`src/rtl/serial_half_sub.sv`:
```
// ============================================================================
// Module  : serial_half_sub
// Brief   : Bit-serial A-B subtractor, LSB-first, with final unsigned borrow.
// Rev     : 1.0  initial release
// ============================================================================
`default_nettype none

module serial_half_sub #(
  parameter int WIDTH = 8,
  parameter int CNT_W = $clog2(WIDTH)
) (
  input  logic             clk,
  input  logic             rst,
  input  logic             start,
  input  logic             bit_valid,
  input  logic             a_bit,
  input  logic             b_bit,
  output logic             busy,
  output logic             diff_bit,
  output logic             diff_valid,
  output logic [WIDTH-1:0] diff_word,
  output logic             borrow_out,
  output logic             done
);

  typedef enum logic [1:0] {
    S_IDLE = 2'd0,
    S_RUN  = 2'd1,
    S_DONE = 2'd2
  } state_t;

  localparam logic [CNT_W-1:0] C_LAST_IDX = CNT_W'(WIDTH - 1);

  state_t           state_q, state_d;
  logic             borrow_q;
  logic [CNT_W-1:0] count_q;
  logic [WIDTH-1:0] diff_word_q;
  logic             diff_bit_q;
  logic             diff_valid_q;
  logic             done_q;
  logic             borrow_out_q;

  logic w_accept;
  logic w_last;
  logic w_clear;
  logic w_diff;
  logic w_borrow_next;

  // Full-subtractor cell: the borrow in plays the role of a carried state.
  assign w_diff        = a_bit ^ b_bit ^ borrow_q;
  assign w_borrow_next = (~a_bit & b_bit) | (~(a_bit ^ b_bit) & borrow_q);

  always_comb begin
    state_d  = state_q;
    w_accept = 1'b0;
    w_last   = 1'b0;
    w_clear  = 1'b0;
    case (state_q)
      S_IDLE: begin
        if (start) begin
          state_d = S_RUN;
          w_clear = 1'b1;
        end
      end
      S_RUN: begin
        if (bit_valid) begin
          w_accept = 1'b1;
          if (count_q == C_LAST_IDX) begin
            w_last  = 1'b1;
            state_d = S_DONE;
          end
        end
      end
      S_DONE:  state_d = S_IDLE;
      default: state_d = S_IDLE;
    endcase
  end

  always_ff @(posedge clk) begin
    if (rst) begin
      state_q <= S_IDLE;
    end else begin
      state_q <= state_d;
    end
  end

  always_ff @(posedge clk) begin
    if (rst) begin
      borrow_q     <= 1'b0;
      count_q      <= '0;
      diff_word_q  <= '0;
      diff_bit_q   <= 1'b0;
      diff_valid_q <= 1'b0;
      done_q       <= 1'b0;
      borrow_out_q <= 1'b0;
    end else begin
      diff_valid_q <= w_accept;
      done_q       <= w_last;
      if (w_clear) begin
        borrow_q    <= 1'b0;
        count_q     <= '0;
        diff_word_q <= '0;
      end else if (w_accept) begin
        diff_bit_q  <= w_diff;
        diff_word_q <= {w_diff, diff_word_q[WIDTH-1:1]};
        borrow_q    <= w_borrow_next;
        // Wrap explicitly so non-power-of-two widths restart cleanly.
        count_q     <= w_last ? '0 : count_q + 1'b1;
        if (w_last) begin
          borrow_out_q <= w_borrow_next;
        end
      end
    end
  end

  assign busy       = (state_q == S_RUN);
  assign diff_bit   = diff_bit_q;
  assign diff_valid = diff_valid_q;
  assign diff_word  = diff_word_q;
  assign borrow_out = borrow_out_q;
  assign done       = done_q;

endmodule

`default_nettype wire

```
`config.mk`:
```
export PLATFORM = sky130hd
export DESIGN_NAME = serial_half_sub
export DESIGN_NICKNAME = d
export VERILOG_FILES = /design/src/rtl/serial_half_sub.sv
export SDC_FILE = /design/constraint.sdc
export NUM_CORES = 1
export LEC_CHECK = 0
export BUFFER_PORTS_ARGS = -buffer_cell sky130_fd_sc_hd__buf_2
export CAP_MARGIN = 30
export CORE_MARGIN = 3
export CORE_UTILIZATION = 48
export DETAILED_ROUTE_END_ITERATION = 10
export GPL_ROUTABILITY_DRIVEN = 1
export PLACE_DENSITY = 0.74
export SETUP_SLACK_MARGIN = 0.1
export SYNTH_ARGS = -nofsm -noshare
export SYNTH_HDL_FRONTEND = slang
export SYNTH_SLANG_ARGS = --single-unit
```
`constraint.sdc`:
```
create_clock -name clk -period 1.42 [get_ports clk]
set_input_delay 0 -clock clk [delete_from_list [all_inputs] [get_ports clk]]
set_output_delay 0 -clock clk [all_outputs]
set_load 0.02 [all_outputs]
```
Yosys cells after proc, flatten, opt, wreduce, memory -nomap -nowiden
Index checks and enable logic that the tools add are counted.
{ "op_classes": {"eq_ne": 5, "add_sub_neg": 1, "multipliers": 0, "magnitude_cmp": 0, "div": 0, "bitwise_logic": 8, "mux": 12, "reduce_logical": 5, "shifts": 0} }
{ "ops": {"columns": ["operator", "n"], "rows": [
  ["$mux W1", 7],
  ["$mux W2", 3],
  ["$reduce_and A3 Y1", 2],
  ["$ne A2 B2 Y1 const B", 2],
  ["$pmux W2 S2", 1],
  ["$add A3 B1 Y3 const B", 1],
  ["$eq A3 B3 Y1 const B", 1],
  ["$mux W3", 1],
  ["$not A1 Y1", 3],
  ["$and A1 B1 Y1", 2],
  ["$eq A2 B1 Y1 const B", 1],
  ["$logic_not A2 Y1", 1],
  ["$ne A2 B1 Y1 const B", 1],
  ["$reduce_and A2 Y1", 1],
  ["$reduce_or A2 Y1", 1],
  ["$xor A1 B1 Y1", 2],
  ["$or A1 B1 Y1", 1]
]} }
{ "word_totals": {"reg_bits": 18, "mem_count": 0, "romBits": 0, "elab_cells": 39, "inputBits": 6, "ram_bits": 0, "latchBits": 0, "out_inout_bits": 13} }

Longest topological paths before layout
Gate-level depths: netlist of run 1.
{ "logic_depth": {"depth_word": 5, "ltp_mapped": 5, "depth_no_buf": 5} }

Worst setup path before layout of run 1
Ideal clock, no wire load.
{ "synth_path": {"path_type": "flip-flop to flip-flop", "start": "reg count_q[0]", "end": "reg count_q[0]", "arrival_ns": 1.162, "n_path_buf": 0, "period_less_slack_ns": 1.232, "t_required_ns": 1.350, "setup_time_ns": 0.070, "slack_ns": 0.188, "path_stages_with_launch": 5, "path_cell_list": "dfxtp_1 -> ha_1 -> ha_1 -> or3_1 -> a21oi_1"} }
{ "synth_via": {"elab_chain_len": 5, "word_cells_on_any_way": 6} }
{ "synth_lines": {"columns": ["element", "line_no", "text"], "rows": [
  ["from (decl)", "36", "logic [CNT_W-1:0] count_q;"],
  ["from (signal assigned)", "108", "count_q <= w_last ? '0 : count_q + 1'b1;"],
  ["$eq A3 B3 Y1", "68", "if (count_q == C_LAST_IDX) begin"],
  ["$mux W1", "68", null],
  ["$mux W1", "66", "if (bit_valid) begin"],
  ["$mux W1", "58", "case (state_q)"],
  ["$mux W3 (*)", "108", null]
]} }
Mark *: on every way between the ends. The rest lies on a longest branch, timed or not.
A chain may end at the register's enable or synchronous reset.

Worst setup path in the final report of run 1
Ends and elaborated chain as after synthesis.

==> results of run 1 <==
==> state kept, by name (all words and copies together), names as in the netlist <==
register,cells
borrow_out,1
borrow_q,1
done,1
diff_word,8
diff_bit,1
diff_valid,1
state_q,2
count_q,3
==> worst register-to-register path, cell delays in order (launching register included) <==
cell	delay, ns
dfxtp_2	0.35
ha_1	0.23
ha_4	0.19
or3_4	0.37
a21oi_2	0.11
==> synth_stat cells <==
| cell type | number | area, um^2 |
|---|---|---|
| buf_2 | 2 | 10.01 |
| o21ai_0 | 1 | 5.000 |
| a211oi_2 | 1 | 12.51 |
| fa_1 | 1 | 20.02 |
| nand3b_1 | 2 | 15.01 |
| nand2_1 | 20 | 75.07 |
| dfxtp_1 | 18 | 360.4 |
| inv_1 | 2 | 7.510 |
| or3_1 | 1 | 6.260 |
| buf_6 | 2 | 22.52 |
| a21oi_2 | 1 | 8.760 |
| and3b_1 | 1 | 8.760 |
| and2b_1 | 1 | 7.510 |
| nand3b_2 | 1 | 11.26 |
| nor3_1 | 1 | 5.000 |
| and2_1 | 2 | 12.51 |
| a21o_1 | 1 | 7.510 |
| a311oi_1 | 1 | 8.760 |
| a21oi_1 | 12 | 60.06 |
| ha_1 | 2 | 25.02 |
| nor2_1 | 3 | 11.26 |
| nand3_1 | 1 | 5.000 |
==> power by group <==
part           switching [mW]  total [mW]  internal (mW)
Combinational          0.0456      0.0755         0.0298
Clock                   0.157       0.313          0.156
Sequential            0.00623       0.519          0.513
==> logic make-up after synthesis <==
logic type      after synthesis
flops                        18
buf+inv                       6
compound gates               17
simple gates                 33
fa+ha+maj                     3
==> what timing repair did <==
action                                  CTS  global route
resized for setup                         1             4
setup buffers                             0             1
hold buffers                              1             0
endpoints found under the hold margin     4             0
endpoints found under the setup margin    1             1
==> cell type report <==
cell class	count	share of cell area, %
multi-input cells	53	37.07
repair buffers	23	14.77
flip-flops and latches	18	41.05
inverters	2	0.8523
well taps	15	2.131
clock buffers	4	4.119
==> through the flow <==
step / setup WS (ns) / hold slack [ns] / total power [mW] / std cells / utilization, %
floorplan: 0.1883 / 0.06907 / 0.5791 / 77 / -
global placement: 0.1339 / 0.2319 / 0.5998 / 109 / 60.32
detailed placement: 0.07896 / 0.2377 / 0.6010 / 109 / 60.32
CTS: 0.1269 / 0.02509 / 0.9136 / 114 / 63.98
global route: 0.08547 / 0.07168 / 0.9490 / 115 / 66.04
finish: 0.1138 / 0.03283 / 0.9082 / 115 / 66.04
==> worst max path at each step <==
stage | cells past startpoint | endpoint | from
3_3_place_gp | 4 | count_q[0] | count_q[0]
3_5_place_dp | 4 | count_q[0] | count_q[0]
5_1_grt | 4 | count_q[0] | count_q[0]
6_report | 4 | count_q[0] | count_q[0]
4_1_cts | 4 | count_q[0] | count_q[0]
2_1_floorplan | 4 | count_q[0] | count_q[0]
==> placed cells by master, fill, tap and decap left out <==
master	netlist	layout
dfxtp_1	18	17
a21o_1	1	1
nor2_1	3	3
ha_4	0	1
dlygate4sd3_1	0	1
or3_4	0	1
nand3b_1	2	2
nand3b_2	1	1
fa_1	1	1
o21ai_0	1	1
buf_4	0	4
and2b_1	1	1
ha_1	2	1
and3b_1	1	1
a21oi_1	12	11
dfxtp_2	0	1
and2_1	2	2
a311oi_1	1	1
nand3_1	1	1
a21oi_2	1	2
a211oi_2	1	1
nor3_1	1	1
buf_2	2	18
nand2_1	20	20
inv_1	2	2
clkbuf_8	0	1
clkbuf_4	0	3
==> routing by layer <==
layer	global-route usage, %	up-vias	routed length, um
met2	26.16	15	722
met1	17.63	275	576
li1	-	300	-
met5	0	-	0
met3	7.317	4	80
met4	5.422	0	29
==> reports/qor.csv, run 1 <==
stage,metric,value,unit
placement,placer congestion estimate,0.7601,
floorplan,Top Ports,19,
floorplan,Die Span Y,44.34,um
worst_hold_path,Hold Path Depth,3,
timing,Hold Fails Final Rpt,0,
clocking,H-tree lvl count,1,
timing,Max Freq,765.6,MHz
grt,initial antenna violation count,0,
placement,# port buffers,18,
logic_synthesis,XOR/XNOR Fraction of Synth Area,0,%
power,leak pwr,0.3740,nW
logic_synthesis,complex-gate fraction of the synthesized area,14.54,%
logic_synthesis,cells after synthesis,77,
detailed_routing,WL final,1.410,mm
floorplan,Core ar.,1334,um^2
critical_path,R2R Setup Slk,0.11,ns
finish,layout cells sized above 1,33.00,%
floorplan,Cell Rows,13,
finish,P&R area growth vs syn,24.82,%
timing,Final Max Tran Viols,0,
finish,cell area after layout,880.8,um^2
logic_synthesis,Post-Syn Area,705.7,um^2
critical_path,crit-path leading delay family,adder cells,
grt,vias in the first global route,532,
grt,gr usage total,15.74,%
finish,ant diodes,0,
finish,sequential cell area,361.6,um^2
logic_synthesis,post-synthesis simple-gate area fraction,22.34,%
placement,dpl hpwl,937.5,um
grt,grt ovf,0,
logic_synthesis,Yosys reg bits,18,
detailed_routing,# DRC,0,
logic_synthesis,syn avg cell area,9.165,um^2
timing,# setup viols final,0,
detailed_routing,vias per cell,5.165,
logic_synthesis,post-synth cell types,22,
detailed_routing,routed length per instance,12.26,um
floorplan,initial core utilization,52.91,%
timing,clock skew,0.01138,ns
logic_synthesis,syn_nets,86,
critical_path,Worst setup EP type,flip-flop,
timing,post-route setup TNS,0,ns
finish,Post-layout nets,110,
grt,largest net degree at the start of global routing,13,
logic_synthesis,"Seq/Total Area, Yosys",51.06,%
placement,Placed Area,804.5,um^2
logic_synthesis,Adder-Cell Fraction of Synth Area,6.383,%
critical_path,CP Class,flip-flop to flip-flop,
clocking,maximum buffer depth of the clock tree,2,
timing,crit share post-route,91.99,%
timing,Slew HR,69.92,%
timing,Tmin final,1.306,ns
critical_path,data required time of the worst path,1.66,ns
clocking,root buffer cell,clkbuf_4,
finish,Multi-input gate area,326.6,um^2
critical_path,Worst Path Buf+Inv,0,
critical_path,reg2reg path depth,4,
finish,fill count,115,
detailed_routing,drt first pass iters,4,
clocking,CTS tree,built,
critical_path,worst path arrival time,1.54,ns
floorplan,die area,1966,um^2
clocking,cts bufs inserted,3,
critical_path,R2R Path End,count_q[0],
logic_synthesis,main combinational cell family by area after synthesis,simple AND/OR/NAND/NOR gates,
worst_hold_path,worst hold path class,input port to flip-flop,
status,status,finished clean,
detailed_routing,DR vias,594,
worst_hold_path,Hold Path Sink,state_q[0],
worst_hold_path,hold wc startpoint,start,
clocking,clock sinks,18,
critical_path,CP cell instances,ha_1 > ha_4 > or3_4 > a21oi_2,
floorplan,Die Wd,44.34,um
power,Pwr Density,1031,nW/um^2
critical_path,CP Max Fanout,7,
logic_synthesis,post-synthesis mux area share,0,%
critical_path,CP peak stage delay,0.37,ns
power,worst vdd ir,0.7566,mV
detailed_routing,Antenna Nets Post-Route,0,
critical_path,reg-to-reg startpoint,count_q[0],
clocking,clk slew on worst S/H paths,0.11,ns
grt,first-pass GRT wire length,2.221,mm
timing,RSZ-0062 raised after global routing,false,
critical_path,Worst path slowest cell,or3_4,
clocking,worst skew pair latency,0.30,ns
critical_path,startpoint class of the critical path,flip-flop,
timing,Tightest Pin Transition,0.4512,ns
logic_synthesis,yosys warns,0,
detailed_routing,First DRT Iteration DRCs,10,
job,max cap viols,0,
Power figures use the tool's default switching activity.
==> inputs of run 2 (changes only) <==
Settings changed: CORE_UTILIZATION 48 to 52, CTS_BUF_LIST set to sky130_fd_sc_hd__clkbuf_4 sky130_fd_sc_hd__clkbuf_8, PLACE_DENSITY 0.74 to 0.79.
Clock period 1.42 ns to 1.5 ns, I/O delays scaled along.
==> run 2 against run 1 <==
Against the previous run: core utilization is 5.3 points higher; worst setup slack better by 0.11 ns; wire length is 18% lower; global-route usage is 1.3 points lower; clock power is 8.6% lower; sequential cell count stayed put; via count is 3.5% lower; maximum frequency is 2.6% higher; clock skew is 0.0061 ns lower; critical path type unchanged; critical endpoint unchanged.
==> reports/qor.csv, run 2 (synthesis results as in run 1) <==
stage,metric,value,unit,change
status,status,finished clean,,
timing,final worst setup slack,0.2270,ns,+0.1133 ns
detailed_routing,DR vias,573,,-3.5%
grt,initial antenna violation count,0,,unchanged
timing,Tmin final,1.273,ns,-0.03326 ns
placement,# port buffers,18,,unchanged
critical_path,Worst setup EP type,flip-flop,,
timing,Final Max Tran Viols,0,,unchanged
timing,Tightest Pin Transition,0.4219,ns,-0.02924 ns
timing,crit share post-route,84.87,%,-7.1 points
finish,P&R area growth vs syn,19.86,%,
critical_path,worst path arrival time,1.50,ns,-0.04 ns
critical_path,reg-to-reg startpoint,count_q[0],,
critical_path,startpoint class of the critical path,flip-flop,,
grt,largest net degree at the start of global routing,13,,unchanged
timing,Hold Fails Final Rpt,0,,unchanged
floorplan,Die Wd,42.84,um,-3.4%
power,switch share,21.93,%,-1.1 points
grt,vias in the first global route,440,,-17%
timing,post-route setup TNS,0,ns,unchanged
grt,grt ovf,0,,unchanged
floorplan,die area,1835,um^2,-6.7%
clocking,maximum buffer depth of the clock tree,2,,unchanged
placement,dpl hpwl,850.3,um,-9.3%
worst_hold_path,worst hold path class,input port to flip-flop,,
clocking,H-tree lvl count,1,,unchanged
placement,Placed Area,795.8,um^2,-1.1%
finish,sequential cell area,360.3,um^2,-0.35%
clocking,clock sinks,18,,unchanged
floorplan,Core ar.,1186,um^2,-11%
critical_path,CP Class,flip-flop to flip-flop,,
clocking,CTS tree,built,,
finish,"commonest non-fill, non-tap cell in the layout",nand2_1,,
detailed_routing,Antenna Nets Post-Route,0,,unchanged
power,Design Power,0.8433,mW,-7.1%
floorplan,initial core utilization,59.49,%,+6.6 points
detailed_routing,First DRT Iteration DRCs,4,,-6
grt,first-pass GRT wire length,2.007,mm,-9.6%
placement,dpl cells,107,,-1.8%
timing,clock skew,0.005312,ns,-0.006070 ns
detailed_routing,WL final,1.160,mm,-18%
finish,"commonest cells after routing, fill and taps aside","20 x nand2_1, 18 x dfxtp_1, 18 x buf_2",,
finish,Post-layout nets,108,,-1.8%
clocking,clk slew on worst S/H paths,0.10,ns,about the same
clocking,cts bufs inserted,3,,unchanged
clocking,root buffer cell,clkbuf_4,,
timing,RSZ-0062 raised after global routing,false,,
finish,Final Non-Filler Cells,112,,-2.6%
power,worst vdd ir,0.7539,mV,-0.36%
timing,# setup viols final,0,,unchanged
detailed_routing,# DRC,0,,unchanged
critical_path,CP Launch Point,count_q[0],,
placement,placer congestion estimate,0.7239,,-4.8%
floorplan,Top Ports,19,,unchanged
finish,ant diodes,0,,unchanged
power,Pwr Density,997.0,nW/um^2,-3.3%
grt,gr usage total,14.45,%,-1.3 points
critical_path,CP Max Fanout,8,,+1
clocking,worst skew pair latency,0.29,ns,about the same
finish,Largest register FFs,8,,unchanged
finish,cell area after layout,845.8,um^2,-4.0%
finish,layout cells sized above 1,29.59,%,-3.4 points
critical_path,data required time of the worst path,1.72,ns,+0.06 ns
timing,Max Freq,785.6,MHz,+2.6%
power,Net Sw Power,0.1849,mW,-12%
timing,Slew HR,71.87,%,+1.9 points
job,max cap viols,0,,unchanged
finish,Multi-input gate area,309.0,um^2,-5.4%
detailed_routing,routed length per instance,10.36,um,-16%
power,Comb pwr share,7.9,%,-0.4 points
floorplan,Cell Rows,12,,-1
power,leak pwr,0.3601,nW,-3.7%
power,sequential share of power,58.2,%,+1.0 points
floorplan,Die Span Y,42.84,um,-3.4%
detailed_routing,drt first pass iters,4,,unchanged
detailed_routing,vias per cell,5.116,,-0.95%
finish,fill count,96,,-17%
finish,Final Util,71.31,%,+5.3 points
power,internal power,0.6584,mW,-5.8%
worst_hold_path,hold wc startpoint,bit_valid,,
placement,pre-CTS worst setup slack,0.1737,ns,+0.09472 ns
timing,hold_ws,0.04085,ns,+0.008018 ns
power,clock network fraction of total power,33.9,%,-0.6 points
==> run 2: changes by cell type in the layout (fill, tap and decap cells not counted) <==
cell | previous run | this run
a21oi_1 | 11 | 12
a21oi_2 | 2 | 1
and3b_1 | 1 | 0
and3b_2 | 0 | 1
buf_4 | 4 | 2
dfxtp_1 | 17 | 18
dfxtp_2 | 1 | 0
ha_2 | 0 | 1
ha_4 | 1 | 0
or3_1 | 0 | 1
or3_4 | 1 | 0
==> run 2: worst paths after layout <==
path / cells past startpoint / endpoint / slack, ns
min: 3 / diff_valid / 0.04
max: 4 / count_q[0] / 0.23
max reg2reg: 4 / count_q[0] / 0.23
min reg2reg: 2 / count_q[1] / 0.46
==> run 2: timing repair <==
action	in CTS	in global routing
buffers inserted	0	0
setup endpoints to repair	0	2
gates resized for setup	0	2
endpoints found under the hold margin	4	0
hold buffers	1	0
==> run 2: final cells by class <==
cell class	instances	share of cell area, %
inverter	2	0.8876
timing repair buffer	21	13.61
clock buffer	4	4.290
multi-input combinational	53	36.54
tap	14	2.071
sequential	18	42.60
==> run 2: worst max-delay path, cell delays in order (launching register included) <==
cell	delay, ns
dfxtp_1	0.34
ha_1	0.20
ha_2	0.21
or3_1	0.35
a21oi_1	0.12
==> run 2: per-layer routing <==
metal / part of all wire [%] / global-route usage [%] / vias to the layer above
met5: 0 / 0 / -
met4: 0.52 / 3.727 / 0
met3: 6.4 / 7.627 / 2
met2: 45 / 19.76 / 15
met1: 48 / 19.59 / 255
li1: - / - / 301
==> run 2: power groups by stage <==
stage / clock [mW] / sequential, mW / combinational, mW
6_report: 0.286 / 0.491 / 0.0667
5_1_grt: 0.322 / 0.492 / 0.0753
4_1_cts: 0.298 / 0.491 / 0.0673
3_5_place_dp: 0 / 0.502 / 0.0653
3_3_place_gp: 0 / 0.501 / 0.0643
2_1_floorplan: 0 / 0.505 / 0.0430
==> inputs of run 3 (changes only) <==
Clock period 1.5 ns to 1.3 ns, I/O delays scaled along.
==> run 3 against run 2 <==
Against the previous run: global-route usage is 2.0 points higher; count of clock-buffer cells in the layout stayed put; wire length up 22%; highest routed layer unchanged.
==> reports/qor.csv, run 3 (synthesis results as in run 1) <==
stage,metric,value,unit,change
grt,met2 Use GR,27.54,%,+7.8 points
critical_path,reg2reg path depth,4,,unchanged
detailed_routing,drt first pass iters,4,,unchanged
timing,clock skew,0.002161,ns,-0.003150 ns
detailed_routing,routed length per instance,12.24,um,+18%
critical_path,Worst setup EP type,flip-flop,,
timing,Final Max Tran Viols,0,,unchanged
finish,ant diodes,0,,unchanged
finish,layout cells sized above 1,39.22,%,+9.6 points
timing,final worst setup slack,0.1021,ns,-0.1249 ns
power,Design Power,0.9931,mW,+18%
grt,initial antenna violation count,0,,unchanged
placement,# port buffers,18,,unchanged
finish,cell area after layout,923.4,um^2,+9.2%
critical_path,worst path arrival time,1.42,ns,-0.08 ns
grt,grt ovf,0,,unchanged
grt,largest net degree at the start of global routing,13,,unchanged
detailed_routing,Antenna Nets Post-Route,0,,unchanged
clocking,H-tree lvl count,1,,unchanged
grt,met3 Usage GRT,2.542,%,-5.1 points
finish,Largest register FFs,8,,unchanged
finish,P&R area growth vs syn,30.85,%,
power,worst vdd ir,0.7582,mV,+0.57%
power,Pwr Density,1075,nW/um^2,+7.9%
critical_path,data required time of the worst path,1.52,ns,-0.20 ns
job,max cap viols,0,,unchanged
placement,dpl hpwl,925.9,um,+8.9%
finish,"commonest non-fill, non-tap cell in the layout",nand2_1,,
timing,Tightest Pin Transition,0.4406,ns,+0.01870 ns
floorplan,Top Ports,19,,unchanged
timing,RSZ-0062 raised after global routing,true,,
grt,met1 global-route usage,19.74,%,+0.15 points
detailed_routing,DR vias,597,,+4.2%
floorplan,die area,1835,um^2,unchanged
grt,gr usage total,16.49,%,+2.0 points
grt,vias in the first global route,552,,+25%
detailed_routing,WL final,1.420,mm,+22%
critical_path,reg-to-reg startpoint,count_q[0],,
timing,# setup viols final,0,,unchanged
power,leak pwr,0.4161,nW,+16%
placement,pre-CTS worst setup slack,0.02447,ns,-0.1492 ns
timing,Tmin final,1.198,ns,-0.07512 ns
timing,hold_ws,0.008768,ns,-0.03208 ns
clocking,root buffer cell,clkbuf_4,,
timing,post-route setup TNS,0,ns,unchanged
grt,GRT busiest layer,met2,,
critical_path,R2R Path End,count_q[0],,
finish,Final Non-Filler Cells,116,,+3.6%
clocking,maximum buffer depth of the clock tree,2,,unchanged
clocking,CTS tree,built,,
grt,first-pass GRT wire length,2.297,mm,+14%
critical_path,CP Class,flip-flop to flip-flop,,
critical_path,CP Max Fanout,3,,-5
floorplan,Die Span Y,42.84,um,unchanged
placement,placer congestion estimate,0.7419,,+2.5%
timing,Slew HR,70.62,%,-1.2 points
critical_path,R2R Setup Slk,0.10,ns,-0.12 ns
detailed_routing,First DRT Iteration DRCs,21,,+17
critical_path,startpoint class of the critical path,flip-flop,,
timing,crit share post-route,92.14,%,+7.3 points
clocking,cts bufs inserted,3,,unchanged
critical_path,Setup crit end,count_q[0],,
clocking,worst skew pair latency,0.29,ns,about the same
timing,Max Freq,834.8,MHz,+6.3%
finish,Post-layout nets,112,,+3.7%
timing,Hold Fails Final Rpt,0,,unchanged
placement,Placed Area,805.8,um^2,+1.3%
finish,"commonest cells after routing, fill and taps aside","20 x nand2_1, 18 x buf_2, 15 x dfxtp_1",,
clocking,clock sinks,18,,unchanged
worst_hold_path,worst hold path class,input port to flip-flop,,
worst_hold_path,Hold Path Depth,3,,unchanged
placement,dpl cells,108,,+0.93%
floorplan,Core ar.,1186,um^2,unchanged
floorplan,Die Wd,42.84,um,unchanged
detailed_routing,vias per cell,5.147,,+0.60%
detailed_routing,# DRC,0,,unchanged
critical_path,CP Launch Point,count_q[0],,
status,status,finished clean,,
floorplan,initial core utilization,59.49,%,unchanged
finish,fill count,89,,-7.3%
clocking,clk slew on worst S/H paths,0.10,ns,about the same
floorplan,Cell Rows,12,,unchanged
finish,Final Util,77.85,%,+6.5 points
[run 3: cell types whose count changed in the layout (fill, tap and decap cells not counted), sizes merged]
cell,delta
buf,+4
[run 3: worst max-delay path, cell delays in order (launching register included)]
cell,delay (ns)
dfxtp_2,0.35
ha_4,0.16
ha_4,0.16
or3_1,0.35
a21oi_2,0.12
[run 3: worst min path at each step]
stage                     start          to  slack, ns
final                     start  state_q[0]      0.009
after global routing      start  state_q[0]       0.01
after CTS                 start  state_q[0]       0.04
after detailed placement    rst    diff_bit       0.23
after global placement      rst    diff_bit       0.23
after floorplan             rst    diff_bit       0.07
[run 3: cell type report]
type	instances	area (um^2)	share of cell area (%)
Tap cell	14	17.52	1.897
Sequential cell	18	364.1	39.43
Inverter	2	7.507	0.8130
Clock buffer	4	36.28	3.930
Multi-Input combinational cell	53	352.8	38.21
Timing Repair Buffer	25	145.1	15.72
[run 3: timing repair]
item,in CTS,in global routing
endpoints found under the setup margin,1,12
hold buffers,1,0
setup buffers,3,0
endpoints found under the hold margin,4,0
pin swaps,1,4
gates resized for setup,5,7
[run 3: power by group]
| group | internal [mW] | total [mW] | switching [mW] |
|---|---|---|---|
| Sequential | 0.561 | 0.569 | 0.00776 |
| Combinational | 0.0348 | 0.0870 | 0.0522 |
| Clock | 0.170 | 0.337 | 0.167 |
| Total | 0.766 | 0.993 | 0.227 |
[run 3: layer usage]
metal / share of wire (%) / vias up / wire length [um]
li1: - / 306 / -
met1: 46 / 270 / 654
met2: 48 / 17 / 677
met3: 4.4 / 4 / 63
met4: 1.8 / 0 / 25
met5: 0 / - / 0
